File: config.mk
export PLATFORM = sky130hd
export DESIGN_NAME = mfu_drain
export DESIGN_NICKNAME = d
export VERILOG_FILES = /design/src/rtl/mfu_pkg.sv /design/src/rtl/mfu_lane_sel.sv /design/src/rtl/mfu_drain.sv
export SDC_FILE = /design/constraint.sdc
export NUM_CORES = 1
export LEC_CHECK = 0
export ABC_AREA = 1
export BUFFER_PORTS_ARGS = -buffer_cell sky130_fd_sc_hd__buf_2
export CAP_MARGIN = 20
export CORE_UTILIZATION = 40
export CTS_CLUSTER_DIAMETER = 80
export DETAILED_ROUTE_END_ITERATION = 6
export SLEW_MARGIN = 30
export SYNTH_ARGS = -nofsm -noshare
export SYNTH_HDL_FRONTEND = slang
export SYNTH_SLANG_ARGS = --single-unit
File: constraint.sdc
create_clock -name clk -period 3.1 [get_ports clk]
set_input_delay 0.155 -clock clk [delete_from_list [all_inputs] [get_ports clk]]
set_output_delay 0.155 -clock clk [all_outputs]
set_load 0.02 [all_outputs]
File: src/rtl/mfu_pkg.sv
// Shared mode encodings, lane geometry and FSM state type for the MFU drain.
package mfu_pkg;

  localparam logic [1:0] MODE_2BX2B = 2'b00;
  localparam logic [1:0] MODE_4BX4B = 2'b01;
  localparam logic [1:0] MODE_8BX8B = 2'b10;
  localparam logic [1:0] MODE_INV   = 2'b11;

  // Per-mode lane widths
  localparam int LANE_W_2B = 8;
  localparam int LANE_W_4B = 12;
  localparam int LANE_W_8B = 20;

  // Per-mode lane counts
  localparam int NLANES_2B = 16;
  localparam int NLANES_4B = 4;
  localparam int NLANES_8B = 1;

  typedef enum logic {
    S_IDLE = 1'b0,
    S_SEND = 1'b1
  } state_t;

  // Index of the final lane for a given mode; invalid mode maps to lane 0.
  function automatic logic [3:0] last_lane(input logic [1:0] m);
    case (m)
      MODE_2BX2B: last_lane = 4'(NLANES_2B - 1);
      MODE_4BX4B: last_lane = 4'(NLANES_4B - 1);
      MODE_8BX8B: last_lane = 4'(NLANES_8B - 1);
      default:    last_lane = 4'd0;
    endcase
  endfunction

endpackage

File: src/rtl/mfu_lane_sel.sv
// Combinational lane picker: slices one lane out of the latched accumulator
// vector and sign-extends it to the output word width.
module mfu_lane_sel
  import mfu_pkg::*;
#(
  parameter int SUM_W = 128,
  parameter int OUT_W = 20
) (
  input  logic [SUM_W-1:0] sum,
  input  logic [1:0]       mode,
  input  logic [3:0]       lane,
  output logic [OUT_W-1:0] word
);

  logic [NLANES_2B-1:0][OUT_W-1:0] w2;
  logic [NLANES_4B-1:0][OUT_W-1:0] w4;

  // Pre-extend every candidate lane; the mux below just picks one.
  for (genvar g = 0; g < NLANES_2B; g++) begin : g_l2
    assign w2[g] = {{(OUT_W-LANE_W_2B){sum[LANE_W_2B*g+LANE_W_2B-1]}},
                    sum[LANE_W_2B*g +: LANE_W_2B]};
  end

  for (genvar g = 0; g < NLANES_4B; g++) begin : g_l4
    assign w4[g] = {{(OUT_W-LANE_W_4B){sum[LANE_W_4B*g+LANE_W_4B-1]}},
                    sum[LANE_W_4B*g +: LANE_W_4B]};
  end

  // Mode-driven lane mux; the full-width lane passes straight through.
  always_comb begin
    word = '0;
    case (mode)
      MODE_2BX2B: word = w2[lane];
      MODE_4BX4B: word = w4[lane[1:0]];
      MODE_8BX8B: word = sum[OUT_W-1:0];
      default:    word = '0;
    endcase
  end

endmodule

File: src/rtl/mfu_drain.sv
// Captures a packed accumulator vector and drains it lane by lane over a
// valid/ready stream, lane 0 first.
module mfu_drain
  import mfu_pkg::*;
#(
  parameter int SUM_W = 128,
  parameter int OUT_W = 20
) (
  input  logic             clk,
  input  logic             nrst,
  input  logic [SUM_W-1:0] sum,
  input  logic [1:0]       mode,
  input  logic             start,
  output logic             start_ready,
  output logic [OUT_W-1:0] out_data,
  output logic [3:0]       out_lane,
  output logic             out_last,
  output logic             out_valid,
  input  logic             out_ready,
  output logic             err
);

  state_t           state, nxt;
  logic [SUM_W-1:0] sum_q;
  logic [1:0]       mode_q;
  logic [3:0]       lane_q;
  logic             err_q;
  logic             accept, err_set, hs, is_last;
  logic [OUT_W-1:0] word;

  assign is_last = (lane_q == last_lane(mode_q));

  // State register.
  always_ff @(posedge clk) begin
    if (!nrst) state <= S_IDLE;
    else       state <= nxt;
  end

  // Next state plus capture/handshake strobes; live inputs only matter in IDLE.
  always_comb begin
    nxt     = state;
    accept  = 1'b0;
    err_set = 1'b0;
    hs      = 1'b0;
    case (state)
      S_IDLE: begin
        if (start) begin
          if (mode == MODE_INV) begin
            err_set = 1'b1;
          end else begin
            accept = 1'b1;
            nxt    = S_SEND;
          end
        end
      end
      S_SEND: begin
        if (out_ready) begin
          hs = 1'b1;
          if (is_last) nxt = S_IDLE;
        end
      end
      default: nxt = S_IDLE;
    endcase
  end

  // Capture registers, lane counter and the registered error pulse.
  always_ff @(posedge clk) begin
    if (!nrst) begin
      sum_q  <= '0;
      mode_q <= MODE_INV;
      lane_q <= '0;
      err_q  <= 1'b0;
    end else begin
      err_q <= err_set;
      if (accept) begin
        sum_q  <= sum;
        mode_q <= mode;
        lane_q <= '0;
      end else if (hs) begin
        // Wrap to 0 on the last beat so out_lane idles at 0.
        lane_q <= is_last ? 4'd0 : lane_q + 4'd1;
      end
    end
  end

  mfu_lane_sel #(.SUM_W(SUM_W), .OUT_W(OUT_W)) u_sel (
    .sum  (sum_q),
    .mode (mode_q),
    .lane (lane_q),
    .word (word)
  );

  assign out_valid   = (state == S_SEND);
  assign start_ready = (state == S_IDLE);
  assign out_lane    = lane_q;
  assign out_last    = out_valid && is_last;
  assign out_data    = out_valid ? word : '0;
  assign err         = err_q;

endmodule
# Word-level counts from Yosys, hierarchy flattened
# Index checks and enable logic that the tools add are counted.
# W data, S select, Z words.
dict set report word_totals {
  reg_bits 136
  latchBits 0
  mem_bits_rw 0
  romBits 0
  in_bits 134
  out_inout_bits 28
  elab_cells 36
  mem_count 0
}
dict set report classes {
  add_sub_neg 1
  n_mul 0
  div 0
  order_cmp 2
  n_eq_ne 4
  n_shift 0
  muxes 17
  bitwise_logic 3
  n_reduce_logical 4
}
# operator n
set ops {}
lappend ops {{$bmux W20 S4} 1}
lappend ops {{$mux W20} 3}
lappend ops {{$pmux W20 S3} 1}
lappend ops {{$bmux W20 S2} 1}
lappend ops {{$mux W1} 8}
lappend ops {{$pmux W4 S2} 1}
lappend ops {{$lt A4 B5 Y1 const B} 1}
lappend ops {{$add A4 B1 Y4 const B} 1}
lappend ops {{$eq A2 B2 Y1 const B} 2}
lappend ops {{$eq A4 B4 Y1} 1}
lappend ops {{$mux W4} 1}
lappend ops {{$lt A2 B3 Y1 const B} 1}
lappend ops {{$not A1 Y1} 3}
lappend ops {{$reduce_or A3 Y1} 1}
lappend ops {{$eq A2 B1 Y1 const B} 1}
lappend ops {{$logic_not A2 Y1} 1}
lappend ops {{$pmux W1 S2} 1}
lappend ops {{$reduce_or A2 Y1} 1}
lappend ops {{$logic_and A1 B1 Y1} 1}

# Logic depth before layout (Yosys ltp)
# Gate-level depths: netlist (run 1).
dict set report depth {
  ltp_word 6
  ltp_mapped 11
  mapped_depth_nobuf 9
}

# Hierarchy
# Synthesis (run 1) repeated with hierarchy kept, for this count alone.
dict set report hier_totals {
  hier_cells 1171
  hier_area_um2 7221.9
}
# mod n_inst cells_per_inst area_per_inst_um2 seq_area_each_um2
set modules_own_cells {}
lappend modules_own_cells {mfu_drain 1 658 4952.2 2722.6}
lappend modules_own_cells {mfu_lane_sel 1 513 2269.7 0.0}

# Worst setup path before layout (run 1)
# No wires, ideal clock.
dict set report synth_timing {
  path_type {reg-to-output}
  startpoint {register lane_q[1], in the netlist out_lane[1]}
  endpoint {output out_data[4]}
  arrival_ns 1.613
  required_ns 2.945
  slack_ns 1.332
  path_stages_with_launch 9
  path_buffers 2
  cell_sequence {dfxtp_1 -> clkbuf_4 -> buf_2 -> nand3_1 -> nand2_1 -> nand2_1 -> nand2_1 -> o21ai_1 -> a21oi_1}
}
dict set report synth_between {
  elab_chain_cells 4
  elab_cells_between_ends 6
  cone_classes {mux: 6}
}
# element line
set synth_rtl {}
lappend synth_rtl {{start: declaration} mfu_drain.sv:26} ;# logic [3:0] lane_q;
lappend synth_rtl {{start signal: assignment} mfu_drain.sv:81} ;# lane_q <= is_last ? 4'd0 : lane_q + 4'd1;
lappend synth_rtl {{$bmux W20 S4 / $bmux W20 S2 (equally long branches)} {mfu_lane_sel.sv:33, mfu_lane_sel.sv:34}}
lappend synth_rtl {{$mux W20, on equally long branches} {mfu_lane_sel.sv:33, mfu_lane_sel.sv:34}}
lappend synth_rtl {{$pmux W20 S3 (*)} mfu_lane_sel.sv:32} ;# case (mode)
lappend synth_rtl {{$mux W20 (*)} mfu_drain.sv:97} ;# assign out_data = out_valid ? word : '0;
lappend synth_rtl {{end: declaration} mfu_drain.sv:15} ;# output logic [OUT_W-1:0] out_data,
# Every way passes the cells marked *; elsewhere a longest branch is shown, timed or not. The select of a mux whose other input is x is not followed.

# Worst setup path in the final report (run 1)
dict set report layout_timing {
  startpoint {register lane_q[0], in the netlist out_lane[0]}
  endpoint {output out_data[8]}
}
# Same word-level chain as after synthesis.

==> flow_metrics.env, run 1 <==
export IMPL_status="finished, final reports clean"
export IMPL_hold_buffers=36
export IMPL_rows=47
export IMPL_grt_pass1_wl_um=33000
export IMPL_dp_final_hpwl_um=14600
export IMPL_power_leakage_nw=4.16
export IMPL_relSlewSlack=0.353
export IMPL_hold_depth=3
export IMPL_final_common_cell="nand2_1"
export IMPL_slew_violations=0
export IMPL_cp_end_kind="output pin"
export IMPL_insertion_delay_ns=0.43
export IMPL_die_h_um=134
export IMPL_cts_inserted_buffers=17
export IMPL_fmax_mhz=354
export IMPL_antenna_cells=0
export IMPL_hold_start="sum[98]"
export IMPL_ir_drop_v=0.000392
export IMPL_fin_crit_sh=0.910
export IMPL_area_growth_syn_to_layout_pct=25.3
export IMPL_setup_violations=0
export IMPL_fin_ws_ns=0.279
export IMPL_synth_area_leaders="dfxtp_1 39%, nand2_1 15%, o21ai_0 9.6%"
export IMPL_initial_utilization=0.415
export IMPL_cts_buffer_depth=2
export IMPL_postSynthCellCount=1054
export IMPL_crit_required_ns=2.94
export IMPL_comb_power_share=0.160
export IMPL_grt_pass1_vias=6372
export IMPL_drt_pass1_iter_count=5
export IMPL_reg2reg_to="out_lane[0]$_SDFFE_PP0P_"
export IMPL_wl_um=21000
export IMPL_drv_cap=0
export IMPL_ant_nets=0
export IMPL_syn_nets=1189
export IMPL_setup_tns_final_ns=0
export IMPL_cts_tree="yes"
export IMPL_root_buffer="clkbuf_16"
export IMPL_num_vias=7006
export IMPL_rr_worst_depth=8
export IMPL_grt_use_total=0.237
export IMPL_core_region_area_sq_um=16800
export IMPL_period_minus_slack_ns=2.82
export IMPL_port_buffers=161
export IMPL_drc_errors=0
export IMPL_drive_gt1_frac=0.192
export IMPL_synth_ff_latch_count=136
export IMPL_critPathKind="reg -> out"
export IMPL_skew_ns=0.00539
export IMPL_synth_avg_cell_area_sq_um=6.60
export IMPL_wire_per_inst_um=14.5
export IMPL_crit_arrival_ns=2.67
export IMPL_start_kind="flip-flop"
export IMPL_vias_per_cell=4.85
export IMPL_rsz0062_at_grt="false"
export IMPL_grt_max_degree=142
export IMPL_io_pins=162
export IMPL_hold_violations=0
export IMPL_holdWs_ns=0.00435
export IMPL_netlist_area_sq_um=6960
export IMPL_switching_power_w=0.00133
export IMPL_yosys_area_top_type="dfxtp_1"
export IMPL_timing_rr_start="out_lane[0]$_SDFFE_PP0P_"
export IMPL_cts_sinks=136
export IMPL_post_cts_buffers=0
export IMPL_die_w_um=134
export IMPL_min_path_type="in -> reg"
export IMPL_critPathLaunch="out_lane[0]$_SDFFE_PP0P_"
export IMPL_routabilityCongestion=0.873
export IMPL_clkPwrFrac=0.433
export IMPL_cts_resized=0
export IMPL_worstPathMaxFanout=30
export IMPL_grt_overflow=0
export IMPL_die_area_sq_um=17900
export IMPL_htree_levels=4
export IMPL_yosysSeqAreaShare=0.391
export IMPL_clkTransAtPathRegs_ns=0.06
export IMPL_final_cell_mix="271 x nand2_1, 161 x buf_2, 135 x dfxtp_1, 133 x o21ai_0, 123 x inv_1"
export IMPL_p_total_w=0.00482
export IMPL_yosys_warnings=0
export IMPL_place_ws_ns=0.713
export IMPL_hold_path_end="sum_q[98]$_SDFFE_PN0P_"
export IMPL_switching_share=0.275
export IMPL_power_internal_w=0.00349
export IMPL_power_frac_seq=0.407
export IMPL_r2r_slack_ns=1.03
export IMPL_drtIter0Drc=572
export IMPL_power_density_nw_per_um2=553
export IMPL_synth_top_cell_area_share=0.391
export IMPL_nets=1348
export IMPL_tightest_slew_ns=0.969
export IMPL_antenna_found_initial=0
export IMPL_ys_types=31
-- sequential cells by signal, summed over array words and instances, names as in the netlist --
register	count
sum_q	128
out_lane	4
mode_q	2
err	1
out_valid	1
-- logic make-up (layout without fill, tap and decap cells) --
logic type,Yosys count,count (layout),synth area share
AND/OR/NAND/NOR,421,421,0.246
adder cells (fa/ha/maj),1,1,0.00180
buffers and inverters,200,372,0.134
XOR/XNOR,3,3,0.00378
flip-flops,136,136,0.391
AO/OA/AOI/OAI,293,293,0.223
-- critical path, cell delays in order, from the launching register on --
cell and delay, ns:
dfxtp_2 0.33, inv_2 0.43, nand2_1 0.12, nand3_1 0.10, nand2_1 0.06, nand2_1 0.05
nand2_1 0.07, o21ai_2 0.71, a21oi_1 0.14, buf_2 0.21
-- area by class of cell --
| type | instances | area, sq um |
|---|---|---|
| fillers | 1742 | 8040 |
| multi-input cells | 718 | 3310 |
| flip-flops and latches | 136 | 2720 |
| repair buffers | 213 | 1320 |
| inverters | 127 | 482 |
| clock buffers | 21 | 460 |
| well taps | 220 | 275 |
| clock inverters | 11 | 146 |
-- worst max-delay path by stage --
| stage | to | cells past startpoint |
|---|---|---|
| detailed placement | out_data[8] | 9 |
| global route | out_data[8] | 9 |
| floorplan | out_data[4] | 8 |
| finish | out_data[8] | 9 |
| CTS | out_data[8] | 9 |
| global placement | out_data[7] | 9 |
-- routing by layer --
metal / vias to the layer above / GRT usage / part of all wire
met2: 188 / 0.350 / 0.42
met5: - / 0 / 0
met1: 3112 / 0.349 / 0.51
li1: 3686 / - / -
met4: 0 / 0.0726 / 0.013
met3: 20 / 0.0393 / 0.054
-- power groups by stage --
stage,Combinational (W),Clock [W],Sequential (W)
floorplan,0.000515,0,0.00198
global placement,0.000725,0,0.00199
detailed placement,0.000731,0,0.00199
CTS,0.000770,0.00212,0.00196
global route,0.000877,0.00218,0.00197
finish,0.000772,0.00209,0.00196
-- cells in the mapped netlist, drive strengths merged --
library cell and count:
nand2 276, o211ai 11, nor2 83, o2111a 1, o21ai 155, dfxtp 136, nor4 1, xor2 3
or2 1, o2111ai 2, a21oi 123, a31oi 1, inv 127, clkbuf 29, nand3 60, buf 44
ha 1
-- stage by stage --
stage / util / instance area (sq um) / std cells
floorplan: - / 6960 / 1054
global placement: 0.463 / 7750 / 1378
detailed placement: 0.463 / 7750 / 1378
CTS: 0.520 / 8720 / 1446
global route: 0.520 / 8720 / 1446
finish: 0.520 / 8720 / 1446
No activity file was read; power rests on OpenSTA's default activity.
==> inputs of run 2 (changes only) <==
--- a/config.mk
+++ b/config.mk
@@ -8,9 +8,11 @@
 export ABC_AREA = 1
 export BUFFER_PORTS_ARGS = -buffer_cell sky130_fd_sc_hd__buf_2
 export CAP_MARGIN = 20
-export CORE_UTILIZATION = 40
+export CORE_UTILIZATION = 55
 export CTS_CLUSTER_DIAMETER = 80
 export DETAILED_ROUTE_END_ITERATION = 6
+export MAX_ROUTING_LAYER = met4
+export PLACE_DENSITY = 0.81
 export SLEW_MARGIN = 30
 export SYNTH_ARGS = -nofsm -noshare
 export SYNTH_HDL_FRONTEND = slang
==> run 2 against run 1 <==
Via count up 4.7%. Count of clock-buffer cells in the layout shrank 4. Largest power group unchanged. Flip-flop and latch count unchanged. Clock skew shrank 0.00094 ns. Wire length shrank 3.4%. Cell area decreased by 0.75%. Combinational power barely moved. Largest cell class unchanged. Critical path type unchanged. Hold slack worse by 0.0024 ns. Setup slack improved by 0.020 ns. Critical path depth is 2 higher. Cell count down 3.7%. Register-to-register slack improved by 0.12 ns.
==> flow_metrics.env, run 2 (synthesis results as in run 1) <==
export IMPL_multiInputGateArea_sq_um=3310
export IMPL_rsz0062_at_grt="false"
export IMPL_crit_arrival_ns=2.65
export IMPL_clkTransAtPathRegs_ns=0.06
export IMPL_largest_register_ff_count=128
export IMPL_fin_crit_sh=0.904
export IMPL_wl_um=20300
export IMPL_ir_drop_v=0.000386
export IMPL_timing_rr_start="out_lane[0]$_SDFFE_PP0P_"
export IMPL_cts_tree="yes"
export IMPL_die_area_sq_um=13100
export IMPL_period_minus_slack_ns=2.80
export IMPL_layout_area_seq_sq_um=2720
export IMPL_cp_end_kind="output pin"
export IMPL_hold_violations=0
export IMPL_slew_violations=0
export IMPL_grt_pass1_vias=6347
export IMPL_port_buffers=161
export IMPL_initial_utilization=0.572
export IMPL_tightest_slew_ns=0.983
export IMPL_power_frac_seq=0.409
export IMPL_routabilityCongestion=0.930
export IMPL_dp_final_hpwl_um=13600
export IMPL_setup_tns_final_ns=0
export IMPL_power_internal_w=0.00345
export IMPL_die_h_um=114
export IMPL_power_leakage_nw=4.15
export IMPL_place_ws_ns=0.766
export IMPL_comb_power_share=0.162
export IMPL_wire_per_inst_um=14.6
export IMPL_crit_required_ns=2.94
export IMPL_critPathLaunch="out_lane[0]$_SDFFE_PP0P_"
export IMPL_nets=1347
export IMPL_die_w_um=114
export IMPL_grt_max_degree=108
export IMPL_core_region_area_sq_um=12200
export IMPL_drv_cap=0
export IMPL_cts_inserted_buffers=17
export IMPL_relSlewSlack=0.344
export IMPL_num_vias=7332
export IMPL_insertion_delay_ns=0.43
export IMPL_final_common_cell="nand2_1"
export IMPL_cts_resized=0
export IMPL_area_growth_syn_to_layout_pct=24.4
export IMPL_status="finished, final reports clean"
export IMPL_hold_start="sum[49]"
export IMPL_ant_nets=0
export IMPL_post_cts_buffers=0
export IMPL_start_kind="flip-flop"
export IMPL_vias_per_cell=5.26
export IMPL_switching_share=0.280
export IMPL_final_cell_mix="271 x nand2_1, 161 x buf_2, 135 x dfxtp_1, 133 x o21ai_0, 123 x inv_1"
export IMPL_top_register="sum_q"
export IMPL_switching_power_w=0.00134
export IMPL_power_density_nw_per_um2=553
export IMPL_root_buffer="clkbuf_16"
export IMPL_drtIter0Drc=769
export IMPL_drive_gt1_frac=0.194
export IMPL_drc_errors=0
export IMPL_grt_pass1_wl_um=31800
export IMPL_min_path_type="in -> reg"
export IMPL_holdWs_ns=0.00194
export IMPL_fill_cells=1076
export IMPL_worstPathMaxFanout=28
export IMPL_htree_levels=4
export IMPL_skew_ns=0.00445
export IMPL_cts_buffer_depth=2
export IMPL_grt_use_total=0.326
export IMPL_antenna_found_initial=0
export IMPL_antenna_cells=0
export IMPL_cts_sinks=136
export IMPL_rows=40
export IMPL_io_pins=162
export IMPL_setup_violations=0
export IMPL_critPathKind="reg -> out"
export IMPL_clkPwrFrac=0.429
export IMPL_hold_buffers=35
export IMPL_fin_ws_ns=0.299
export IMPL_drt_pass1_iter_count=5
export IMPL_grt_overflow=0
export IMPL_fmax_mhz=357
-- run 2: cell types whose count changed in the layout (fill, tap and decap cells not counted) --
cell / before / now
clkinvlp_4: 2 / 4
buf_4: 13 / 12
buf_12: 3 / 4
dlygate4sd3_1: 36 / 35
clkbuf_8: 2 / 0
clkbuf_1: 2 / 0
clkinv_4: 2 / 4
-- run 2: path summary, 6_finish.rpt --
check,endpoint,slack [ns],depth (start not counted)
worst max-delay path,out_data[8],0.30,11
worst min-delay path,sum_q[49]$_SDFFE_PN0P_,0.002,3
worst max register to register,out_lane[3]$_SDFFE_PP0P_,1.15,8
worst min register to register,sum_q[90]$_SDFFE_PN0P_,0.45,2
-- run 2: worst max-delay path, cell delays in order (launching register included) --
cell,delay [ns]
dfxtp_2,0.35
inv_2,0.22
buf_4,0.28
nand2_1,0.08
nand2_1,0.05
nand2_1,0.05
nand2_1,0.05
nand2_1,0.05
nand2_1,0.06
o21ai_2,0.64
a21oi_1,0.14
buf_2,0.21
-- run 2: layer usage --
layer  share of wire  vias to the layer above  GRT usage
met4           0.020                        0      0.111
met2            0.45                      334      0.481
met1            0.46                     3268      0.452
met5               0                        -          -
li1                -                     3685          -
met3           0.074                       45     0.0545
-- run 2: cell type report --
cell class,count,area share
clock inverters,15,0.0207
repair buffers,212,0.153
clock buffers,17,0.0492
flip-flops and latches,136,0.315
inverters,127,0.0557
well taps,168,0.0243
multi-input cells,718,0.382
-- run 2: through the flow --
step	cell area (sq um)	power (W)	std cells	utilization
4_1_cts	8650	0.00477	1393	0.712
6_report	8650	0.00479	1393	0.712
3_5_place_dp	7700	0.00272	1326	0.633
3_3_place_gp	7700	0.00270	1326	0.633
2_1_floorplan	6960	0.00250	1054	-
5_1_grt	8650	0.00500	1393	0.712
-- run 2: power by group through the flow --
stage	clock network [W]	logic [W]	registers [W]
6_report	0.00205	0.000775	0.00196
3_5_place_dp	0	0.000720	0.00200
3_3_place_gp	0	0.000710	0.00199
4_1_cts	0.00205	0.000762	0.00196
2_1_floorplan	0	0.000515	0.00198
5_1_grt	0.00215	0.000871	0.00197
==> inputs of run 3 (changes only) <==
--- a/config.mk
+++ b/config.mk
@@ -8,11 +8,13 @@
 export ABC_AREA = 1
 export BUFFER_PORTS_ARGS = -buffer_cell sky130_fd_sc_hd__buf_2
 export CAP_MARGIN = 20
-export CORE_UTILIZATION = 55
+export CELL_PAD_IN_SITES_DETAIL_PLACEMENT = 1
+export CELL_PAD_IN_SITES_GLOBAL_PLACEMENT = 1
+export CORE_UTILIZATION = 41
 export CTS_CLUSTER_DIAMETER = 80
 export DETAILED_ROUTE_END_ITERATION = 6
 export MAX_ROUTING_LAYER = met4
-export PLACE_DENSITY = 0.81
+export PLACE_DENSITY_LB_ADDON = 0.1
 export SLEW_MARGIN = 30
 export SYNTH_ARGS = -nofsm -noshare
 export SYNTH_HDL_FRONTEND = slang
==> run 3 against run 2 <==
Flip-flop and latch count did not move. First-iteration DRC count fell by 40%. Fmax fell by 0.42%. Cell area rose by 0.56%. Non-clock buffer count rose by 2. Wire length rose by 15%. Total power rose by 0.32%. Global-route usage fell by 4.4 points. Critical path type unchanged.
==> flow_metrics.env, run 3 (synthesis results as in run 1) <==
export IMPL_antenna_found_initial=0
export IMPL_rsz0062_at_grt="false"
export IMPL_start_kind="flip-flop"
export IMPL_clkTransAtPathRegs_ns=0.06
export IMPL_rr_worst_depth=8
export IMPL_crit_required_ns=2.94
export IMPL_hold_violations=0
export IMPL_cts_inserted_buffers=17
export IMPL_final_area_sq_um=8700
export IMPL_grt_max_degree=90
export IMPL_fmax_mhz=355
export IMPL_r2r_slack_ns=1.10
export IMPL_reg2reg_to="out_lane[0]$_SDFFE_PP0P_"
export IMPL_cp_end_kind="output pin"
export IMPL_wire_per_inst_um=16.2
export IMPL_multiInputGateArea_sq_um=3310
export IMPL_hold_depth=3
export IMPL_dpl_instance_area_sq_um=7740
export IMPL_cts_resized=0
export IMPL_insertion_delay_ns=0.42
export IMPL_ant_nets=0
export IMPL_status="finished, final reports clean"
export IMPL_power_leakage_nw=4.15
export IMPL_num_vias=7250
export IMPL_setup_tns_final_ns=0
export IMPL_htree_levels=4
export IMPL_routabilityCongestion=0.901
export IMPL_tightest_slew_ns=0.853
export IMPL_hold_buffers=37
export IMPL_final_cell_mix="271 x nand2_1, 160 x buf_2, 135 x dfxtp_1, 133 x o21ai_0, 122 x inv_1"
export IMPL_worstPathMaxFanout=33
export IMPL_power_density_nw_per_um2=552
export IMPL_skew_ns=0.00691
export IMPL_drt_pass1_iter_count=5
export IMPL_final_cells=1446
export IMPL_vias_per_cell=5.01
export IMPL_cts_buffer_depth=2
export IMPL_die_area_sq_um=17500
export IMPL_core_region_area_sq_um=16600
export IMPL_final_common_cell="nand2_1"
export IMPL_setup_violations=0
export IMPL_layout_area_seq_sq_um=2720
export IMPL_fin_util=0.525
export IMPL_post_cts_buffers=0
export IMPL_drv_cap=0
export IMPL_relSlewSlack=0.428
export IMPL_fin_crit_sh=0.907
export IMPL_hold_start="sum[0]"
export IMPL_rows=47
export IMPL_fill_cells=2222
export IMPL_dp_final_hpwl_um=15400
export IMPL_grt_pass1_vias=7131
export IMPL_dp_cells=1378
export IMPL_drtIter0Drc=465
export IMPL_area_growth_syn_to_layout_pct=25.1
export IMPL_hold_path_end="sum_q[0]$_SDFFE_PN0P_"
export IMPL_critPathKind="reg -> out"
export IMPL_fin_ws_ns=0.287
export IMPL_largest_register_ff_count=128
export IMPL_die_h_um=132
export IMPL_die_w_um=132
export IMPL_place_ws_ns=0.715
export IMPL_io_pins=162
export IMPL_top_register="sum_q"
export IMPL_min_path_type="in -> reg"
export IMPL_wl_um=23400
export IMPL_cts_sinks=136
export IMPL_timing_rr_start="out_lane[1]$_SDFFE_PP0P_"
export IMPL_drive_gt1_frac=0.193
export IMPL_antenna_cells=0
export IMPL_initial_utilization=0.420
export IMPL_crit_arrival_ns=2.66
export IMPL_cts_tree="yes"
export IMPL_drc_errors=0
export IMPL_ir_drop_v=0.000409
export IMPL_period_minus_slack_ns=2.81
export IMPL_root_buffer="clkbuf_16"
export IMPL_grt_pass1_wl_um=37600
export IMPL_nets=1349
export IMPL_slew_violations=0
export IMPL_port_buffers=161
export IMPL_grt_overflow=0
export IMPL_grt_use_total=0.282
-- run 3: cell types whose count changed in the layout (fill, tap and decap cells not counted), sizes merged --
cell and delta:
bufinv -1, clkbuf +3, inv -2, dlygate4sd3 +2, clkinvlp -1
-- run 3: cell type report --
cell class                      count  share of cell area
Inverter                          127              0.0553
Multi-Input combinational cell    718               0.380
Clock buffer                       20              0.0536
Tap cell                          220              0.0316
Sequential cell                   136               0.313
Timing Repair Buffer              214               0.152
Clock inverter                     11              0.0142
-- run 3: where the power goes --
group | switching, W | internal [W]
sequential | 0.0000704 | 0.00190
combinational | 0.000504 | 0.000287
clock | 0.000804 | 0.00124
total | 0.00138 | 0.00343
-- run 3: critical path, stage by stage, from the launching register on --
cell	delay [ns]
dfxtp_2	0.34
inv_2	0.50
nand2_1	0.10
nand3_1	0.09
nand2_1	0.06
nand2_1	0.05
nand2_1	0.06
o21ai_2	0.65
a21oi_1	0.16
buf_2	0.20
-- run 3: how the worst max path moves through the flow --
| stage | from | endpoint | slack, ns |
|---|---|---|---|
| after global placement | out_lane[0]$_SDFFE_PP0P_ | out_data[19] | 0.80 |
| after detailed placement | out_lane[0]$_SDFFE_PP0P_ | out_data[19] | 0.72 |
| final | out_lane[0]$_SDFFE_PP0P_ | out_data[19] | 0.29 |
| after floorplan | out_lane[1]$_SDFFE_PP0P_ | out_data[4] | 1.33 |
| after global routing | out_lane[0]$_SDFFE_PP0P_ | out_data[8] | 0.07 |
| after CTS | out_lane[0]$_SDFFE_PP0P_ | out_data[19] | 0.26 |
-- run 3: metrics by stage --
step           power [W]  hold slack [ns]
6_report         0.00481         0.000954
5_1_grt          0.00501           0.0117
4_1_cts          0.00482          0.00153
3_5_place_dp     0.00274            0.385
3_3_place_gp     0.00272            0.380
2_1_floorplan    0.00250            0.285
-- run 3: layer usage --
layer	wire length [um]	vias to the layer above	track usage
met5	0	-	-
met4	340	0	0.0830
met3	932	27	0.0427
met2	10500	159	0.433
met1	11600	3388	0.384
li1	-	3676	-
